[config.mk]
export PLATFORM = sky130hd
export DESIGN_NAME = path_sequencer
export DESIGN_NICKNAME = d
export VERILOG_FILES = /design/src/rtl/path_sequencer_pkg.sv /design/src/rtl/path_sequencer_obstacle_guard.sv /design/src/rtl/path_sequencer.sv
export SDC_FILE = /design/constraint.sdc
export NUM_CORES = 1
export LEC_CHECK = 0
export BUFFER_PORTS_ARGS = -buffer_cell sky130_fd_sc_hd__buf_2
export CAP_MARGIN = 30
export CELL_PAD_IN_SITES_DETAIL_PLACEMENT = 1
export CELL_PAD_IN_SITES_GLOBAL_PLACEMENT = 1
export CORE_MARGIN = 4
export CORE_UTILIZATION = 35
export DETAILED_ROUTE_END_ITERATION = 6
export PLACE_DENSITY = 0.63
export RECOVER_POWER = 50
export SYNTH_ARGS = -nofsm -noshare
export SYNTH_HDL_FRONTEND = slang
export SYNTH_SLANG_ARGS = --single-unit
[constraint.sdc]
create_clock -name CLK -period 6.8 [get_ports CLK]
set_input_delay 0.34 -clock CLK [delete_from_list [all_inputs] [get_ports CLK]]
set_output_delay 0.34 -clock CLK [all_outputs]
set_load 0.01 [all_outputs]
[src/rtl/path_sequencer_pkg.sv]
// Shared encodings and step-table layout for the path sequencer.
package path_sequencer_pkg;

  localparam int unsigned CMD_W  = 5;
  localparam int unsigned PATH_W = 8;
  localparam int unsigned DIST_W = 8;
  localparam int unsigned STEP_W = CMD_W + PATH_W + DIST_W;

  // Field positions inside one 21-bit table word
  localparam int unsigned DIST_LSB = 0;
  localparam int unsigned PATH_LSB = DIST_LSB + DIST_W;
  localparam int unsigned CMD_LSB  = PATH_LSB + PATH_W;

  // RUN_FLAG encodings
  localparam logic [1:0] RF_IDLE  = 2'b00;
  localparam logic [1:0] RF_RUN   = 2'b01;
  localparam logic [1:0] RF_PAUSE = 2'b10;
  localparam logic [1:0] RF_DONE  = 2'b11;

  // Command value that marks end-of-program and means "stop" on the output
  localparam logic [CMD_W-1:0] CMD_STOP = 5'd0;

  typedef enum logic [2:0] {
    ST_IDLE  = 3'd0,
    ST_LOAD  = 3'd1,
    ST_RUN   = 3'd2,
    ST_PAUSE = 3'd3,
    ST_DONE  = 3'd4
  } state_t;

  typedef struct packed {
    logic [CMD_W-1:0]  command;
    logic [PATH_W-1:0] path;
    logic [DIST_W-1:0] compare_distance;
  } step_t;

  // Split a raw table word into its fields
  function automatic step_t decode_step(input logic [STEP_W-1:0] raw);
    step_t s;
    s.command          = raw[CMD_LSB  +: CMD_W];
    s.path             = raw[PATH_LSB +: PATH_W];
    s.compare_distance = raw[DIST_LSB +: DIST_W];
    return s;
  endfunction

endpackage

[src/rtl/path_sequencer_obstacle_guard.sv]
// Front-obstacle guard: blocked level plus a pulse once the path has stayed
// clear for CLEAR_CYCLES consecutive cycles while enabled.
module path_sequencer_obstacle_guard
  import path_sequencer_pkg::*;
#(
  parameter logic [23:0] CLEAR_CYCLES = 24'd10_000_000
) (
  input  logic              clk,
  input  logic              rst,
  input  logic              enable,
  input  logic [DIST_W-1:0] distance,
  input  logic [DIST_W-1:0] stop_dist,
  output logic              blocked_c,
  output logic              clear_pulse_c
);

  localparam int unsigned CNT_W = 24;

  logic [CNT_W-1:0] clear_cnt;

  assign blocked_c     = distance < stop_dist;
  assign clear_pulse_c = enable && (clear_cnt == CLEAR_CYCLES);

  // Count consecutive clear samples; any obstacle, idle period or resume restarts it
  always_ff @(posedge clk or posedge rst) begin
    if (rst) begin
      clear_cnt <= '0;
    end else if (!enable || blocked_c || clear_pulse_c) begin
      clear_cnt <= '0;
    end else begin
      clear_cnt <= clear_cnt + CNT_W'(1);
    end
  end

endmodule

[src/rtl/path_sequencer.sv]
// Mission step sequencer: issues one table step at a time to navigation,
// advances on NEXT_FLAG, pauses on front obstacles, faults on step timeout.
module path_sequencer
  import path_sequencer_pkg::*;
#(
  parameter int unsigned DEPTH          = 16,
  parameter logic [7:0]  STOP_DIST      = 8'd10,
  parameter logic [23:0] CLEAR_CYCLES   = 24'd10_000_000,
  parameter logic [31:0] TIMEOUT_CYCLES = 32'd1_000_000_000,
  localparam int unsigned AW = $clog2(DEPTH)
) (
  input  logic              CLK,
  input  logic              RST,
  input  logic              START,
  input  logic              ABORT,
  input  logic              WR_EN,
  input  logic [AW-1:0]     WR_ADDR,
  input  logic [STEP_W-1:0] WR_DATA,
  input  logic              NEXT_FLAG,
  input  logic [DIST_W-1:0] DISTANCE_FRONT,
  output logic [CMD_W-1:0]  COMMAND,
  output logic [PATH_W-1:0] PATH,
  output logic [DIST_W-1:0] COMPARE_DISTANCE,
  output logic [1:0]        RUN_FLAG,
  output logic [AW-1:0]     STEP_IDX,
  output logic              FAULT
);

  localparam logic [AW-1:0] LAST_IDX    = AW'(DEPTH - 1);
  localparam logic [31:0]   TIMER_LIMIT = TIMEOUT_CYCLES - 32'd1;

  logic [STEP_W-1:0] step_table [DEPTH];

  state_t            state;
  logic [AW-1:0]     idx;
  logic [CMD_W-1:0]  cmd_hold;
  logic [31:0]       step_timer;
  logic              next_prev;
  logic              next_rise;
  logic              pausing_c;
  logic              blocked_c;
  logic              clear_pulse_c;
  step_t             cur_step;

  assign cur_step  = decode_step(step_table[idx]);
  assign pausing_c = (state == ST_PAUSE);
  assign STEP_IDX  = idx;

  path_sequencer_obstacle_guard #(
    .CLEAR_CYCLES (CLEAR_CYCLES)
  ) u_guard (
    .clk           (CLK),
    .rst           (RST),
    .enable        (pausing_c),
    .distance      (DISTANCE_FRONT),
    .stop_dist     (STOP_DIST),
    .blocked_c     (blocked_c),
    .clear_pulse_c (clear_pulse_c)
  );

  // Step table: writable only while idle, deliberately not cleared by reset
  always_ff @(posedge CLK) begin
    if (WR_EN && (state == ST_IDLE)) begin
      step_table[WR_ADDR] <= WR_DATA;
    end
  end

  // Registered rising-edge detect on NEXT_FLAG; a held-high flag gives one event
  always_ff @(posedge CLK or posedge RST) begin
    if (RST) begin
      next_prev <= 1'b0;
      next_rise <= 1'b0;
    end else begin
      next_prev <= NEXT_FLAG;
      next_rise <= NEXT_FLAG & ~next_prev;
    end
  end

  // Sequencer FSM with registered outputs; ABORT overrides every transition
  always_ff @(posedge CLK or posedge RST) begin
    if (RST) begin
      state            <= ST_IDLE;
      idx              <= '0;
      cmd_hold         <= CMD_STOP;
      step_timer       <= '0;
      COMMAND          <= CMD_STOP;
      PATH             <= '0;
      COMPARE_DISTANCE <= '0;
      RUN_FLAG         <= RF_IDLE;
      FAULT            <= 1'b0;
    end else if (ABORT) begin
      state            <= ST_IDLE;
      idx              <= '0;
      cmd_hold         <= CMD_STOP;
      step_timer       <= '0;
      COMMAND          <= CMD_STOP;
      PATH             <= '0;
      COMPARE_DISTANCE <= '0;
      RUN_FLAG         <= RF_IDLE;
      FAULT            <= 1'b0;
    end else begin
      case (state)
        ST_IDLE, ST_DONE: begin
          if (START) begin
            state <= ST_LOAD;
            idx   <= '0;
            FAULT <= 1'b0;
          end
        end

        ST_LOAD: begin
          if (cur_step.command == CMD_STOP) begin
            state    <= ST_DONE;
            COMMAND  <= CMD_STOP;
            RUN_FLAG <= RF_DONE;
          end else begin
            state            <= ST_RUN;
            cmd_hold         <= cur_step.command;
            COMMAND          <= cur_step.command;
            PATH             <= cur_step.path;
            COMPARE_DISTANCE <= cur_step.compare_distance;
            RUN_FLAG         <= RF_RUN;
            step_timer       <= '0;
          end
        end

        ST_RUN: begin
          if (next_rise) begin
            // Advance beats an obstacle seen in the same cycle
            if (idx == LAST_IDX) begin
              state    <= ST_DONE;
              COMMAND  <= CMD_STOP;
              RUN_FLAG <= RF_DONE;
            end else begin
              idx   <= idx + AW'(1);
              state <= ST_LOAD;
            end
          end else if (step_timer == TIMER_LIMIT) begin
            state    <= ST_DONE;
            FAULT    <= 1'b1;
            COMMAND  <= CMD_STOP;
            RUN_FLAG <= RF_DONE;
          end else begin
            step_timer <= step_timer + 32'd1;
            if (blocked_c) begin
              state    <= ST_PAUSE;
              COMMAND  <= CMD_STOP;
              RUN_FLAG <= RF_PAUSE;
            end
          end
        end

        ST_PAUSE: begin
          // Step timer frozen; NEXT_FLAG events are dropped here
          if (clear_pulse_c) begin
            state    <= ST_RUN;
            COMMAND  <= cmd_hold;
            RUN_FLAG <= RF_RUN;
          end
        end

        default: begin
          state    <= ST_IDLE;
          COMMAND  <= CMD_STOP;
          RUN_FLAG <= RF_IDLE;
        end
      endcase
    end
  end

endmodule

==> impl_metrics.ini <==
[sta]
max_freq_mhz = 261.5
setup_tns_ps = 0
period_minus_slack_ps = 3824
final_hold_viol_count = 0
fin_worst_skew_ps = 26.70
fin_crit_sh = 0.5623
max-slew-margin-rel = -0.5313
grt_setup_unrepaired = no
setup_viol = 0
worst_slew_pin_slew_ps = 2284
slew_violations = 46

[cts]
clkTransAtPathRegs_ps = 60
numCtsBuffers = 45
clk_latency_ps = 590
ctsRootBufferMaster = clkbuf_16
cts_post_setup_buffers_inserted = 0
cts_sinks = 430
htreeDepth = 2
cts_buffer_depth = 3
post_cts_resize_count = 0
tritoncts = done

[finish]
instances_no_fill = 1821
drive_gt1_frac = 0.2031
area_growth_pct = 15.29
layout.nets = 1163
num_antenna_cells = 0
num-fill-cells = 4933

[global_route]
antenna_found_initial = 2
grt_pass1_wl_microns = 64320
gr-total-overflow = 0
grt_pass1_vias = 10369
track_usage = 0.1568
grt_max_degree = 57

[setup_path]
worstSetupEndpointType = register
rrSetupSlack_ps = 2980
arrival_ps = 4290
r2r_start = STEP_IDX[0]
r2r-end = COMPARE_DISTANCE[0]
worst_r2r_path_depth = 8
critical_path_required_ps = 7260
crit_path_max_fanout = 43
startpoint_type = register
crit_type = reg2reg

[yosys]
yosys.area.top_type = edfxtp_1
seq_area_frac_synth = 0.7074
synth_edf_count = 336
syn_nets = 1070
synthCells = 1027
syn-cell-area_sq_um = 17590
synthDistinctLibCells = 59
synth_top_family_by_area = multiplexers
muxShareOfSynthArea = 0.1343
synth-xor-area-share = 0.007968
avgSynthCellArea_sq_um = 17.13
synth_top_area_frac = 0.5737
ys_ff_latch = 430
ys_warn_count = 0
synthSimpleGateAreaFrac = 0.07591
synth-adder-area-share = 0.002846
synth-compound-area-share = 0.05428
async_flop_share = 0.2186
synth_area_leaders = edfxtp_1, dfrtp_1, mux4_2
synth_ff_type = edfxtp_1

[floorplanning]
die_h_microns = 232.2
core_area_sq_um = 49360
rows = 81
die_w_microns = 232.2
io_pins = 67
dieArea_sq_um = 53900
initial_core_util = 0.3564

[hold_path]
min_to = FAULT
whs_path_depth = 2
min_from = ABORT
hold_class = in2reg

[place]
placedCellCount = 1734
dpl.hpwl_microns = 25070
gp_congestion = 0.7443
port_buffers = 65

[drt]
ant_nets = 0
wirelength_met1_microns = 18520
first_pass_iters = 5
met3WireLength_microns = 2198
vias = 9755
top_layer = met5
drtIter0Drc = 699
wl_met2_microns = 20240
drt-wirelength-per-cell_microns = 22.88
drt_wl_total_microns = 41660
drc = 0
via_per_inst = 5.357

[power_and_ir_drop]
peakVddDrop_v = 0.0002091
powerDensity_nw_per_um2 = 277.0
p_total_w = 0.005616
p_leak_nw = 6.816

[status]
violations = capacitance limit, slew limit
status = finished, violations left

[job]
maxCapViolCount = 1
critical path: stages, from the launching register on:
cell	delay (ps)
dfrtp_4	790
buf_4	740
mux4_2	600
nand2_1	120
nand4b_1	160
a22oi_1	530
nor2_2	310
buf_8	230
a22o_1	190
cells in the final DEF (no fill, tap or decap), types with 9 or more instances in the layout:
cell | netlist | final
buf_4 | 0 | 27
nand3_1 | 39 | 39
a211o_1 | 11 | 11
nor2_2 | 0 | 13
nor3_1 | 27 | 23
a22o_1 | 17 | 17
a21oi_1 | 21 | 20
edfxtp_1 | 336 | 336
mux4_2 | 91 | 91
mux2i_1 | 17 | 17
clkinv_2 | 0 | 9
dfrtp_1 | 94 | 92
nand4_1 | 13 | 13
buf_2 | 15 | 19
clkbuf_16 | 0 | 45
xor2_1 | 9 | 9
inv_1 | 17 | 16
clkbuf_1 | 28 | 56
nand2_1 | 52 | 52
o21ai_0 | 20 | 20
nor2_1 | 55 | 42
and3_1 | 21 | 21
o31ai_1 | 13 | 13
or3_1 | 12 | 12
a21o_1 | 14 | 14
what timing repair did:
item / in CTS / in global routing
endpoints found under the setup margin: 0 / 0
hold buffers: 3 / 0
hold endpoints to repair: 47 / 0
layer usage:
layer	vias up	GRT usage
li1	4320	-
met1	5162	0.2165
met2	212	0.2571
met3	57	0.03104
met4	4	0.03923
met5	-	0
logic make-up after synthesis:
group	after synthesis
AO/OA/AOI/OAI	131
AND/OR/NAND/NOR	263
adder cells (fa/ha/maj)	4
XOR/XNOR	16
buffers and inverters	68
flip-flops	430
multiplexers	115
cells in the mapped netlist, types with 5 or more instances:
master	count
or3_1	12
a21oi_1	21
a22o_1	17
o21ai_0	20
and3_1	21
mux4_2	91
clkbuf_1	28
nand2b_1	5
nand3_1	39
mux2i_1	17
inv_1	17
xor2_1	9
a21o_1	14
buf_2	15
a211o_1	11
nand2_1	52
and2_1	5
o2bb2ai_1	7
and4_1	6
o31ai_1	13
nor2_1	55
nor3_1	27
xnor2_1	7
edfxtp_1	336
nor4_1	7
nand4_1	13
o41ai_1	5
dfrtp_1	94
stage by stage:
stage / area, sq um / worst slack [ps] / hold WS [ps] / utilization
floorplan: 17590 / 3666 / 371.4 / -
global placement: 18770 / 2989 / 389.5 / 0.3804
detailed placement: 18800 / 2962 / 390.3 / 0.3810
CTS: 20340 / 2908 / 83.34 / 0.4120
global route: 20280 / 2732 / 199.1 / 0.4108
finish: 20280 / 2976 / 186.1 / 0.4108
flip-flops by register name, indices dropped and copies added, names as in the netlist:
| signal | flops |
|---|---|
| cmd_hold | 5 |
| step_table | 336 |
| state | 3 |
| step_timer | 32 |
| COMPARE_DISTANCE | 8 |
| PATH | 8 |
| next_rise | 1 |
| COMMAND | 5 |
| next_prev | 1 |
| STEP_IDX | 4 |
| RUN_FLAG | 2 |
| u_guard.clear_cnt | 24 |
| FAULT | 1 |
where the power goes:
group | internal, W | switching [W] | total (W)
clock network | 0.00144 | 0.00105 | 0.00249
logic | 0.0000669 | 0.000152 | 0.000219
registers | 0.00288 | 0.0000256 | 0.00291
total | 0.00439 | 0.00123 | 0.00562
final cells by class:
| class | instances | area [sq um] | area share |
|---|---|---|---|
| clock buffers | 56 | 1177 | 0.05807 |
| clock inverters | 28 | 325.3 | 0.01604 |
| well taps | 664 | 830.8 | 0.04097 |
| inverters | 17 | 65.06 | 0.003209 |
| multi-input cells | 529 | 4898 | 0.2416 |
| flip-flops and latches | 430 | 12450 | 0.6140 |
| repair buffers | 97 | 530.5 | 0.02616 |
worst max-delay path by stage:
stage | startpoint | to | slack (ps)
finish | STEP_IDX[0] | COMPARE_DISTANCE[0] | 2980
global route | STEP_IDX[0] | COMPARE_DISTANCE[0] | 2730
CTS | STEP_IDX[0] | COMPARE_DISTANCE[0] | 2910
detailed placement | STEP_IDX[0] | COMPARE_DISTANCE[0] | 2960
global placement | STEP_IDX[0] | COMPARE_DISTANCE[0] | 2990
floorplan | state[1] | step_table[0][0] | 3670
(Power assumes the default switching activity.)
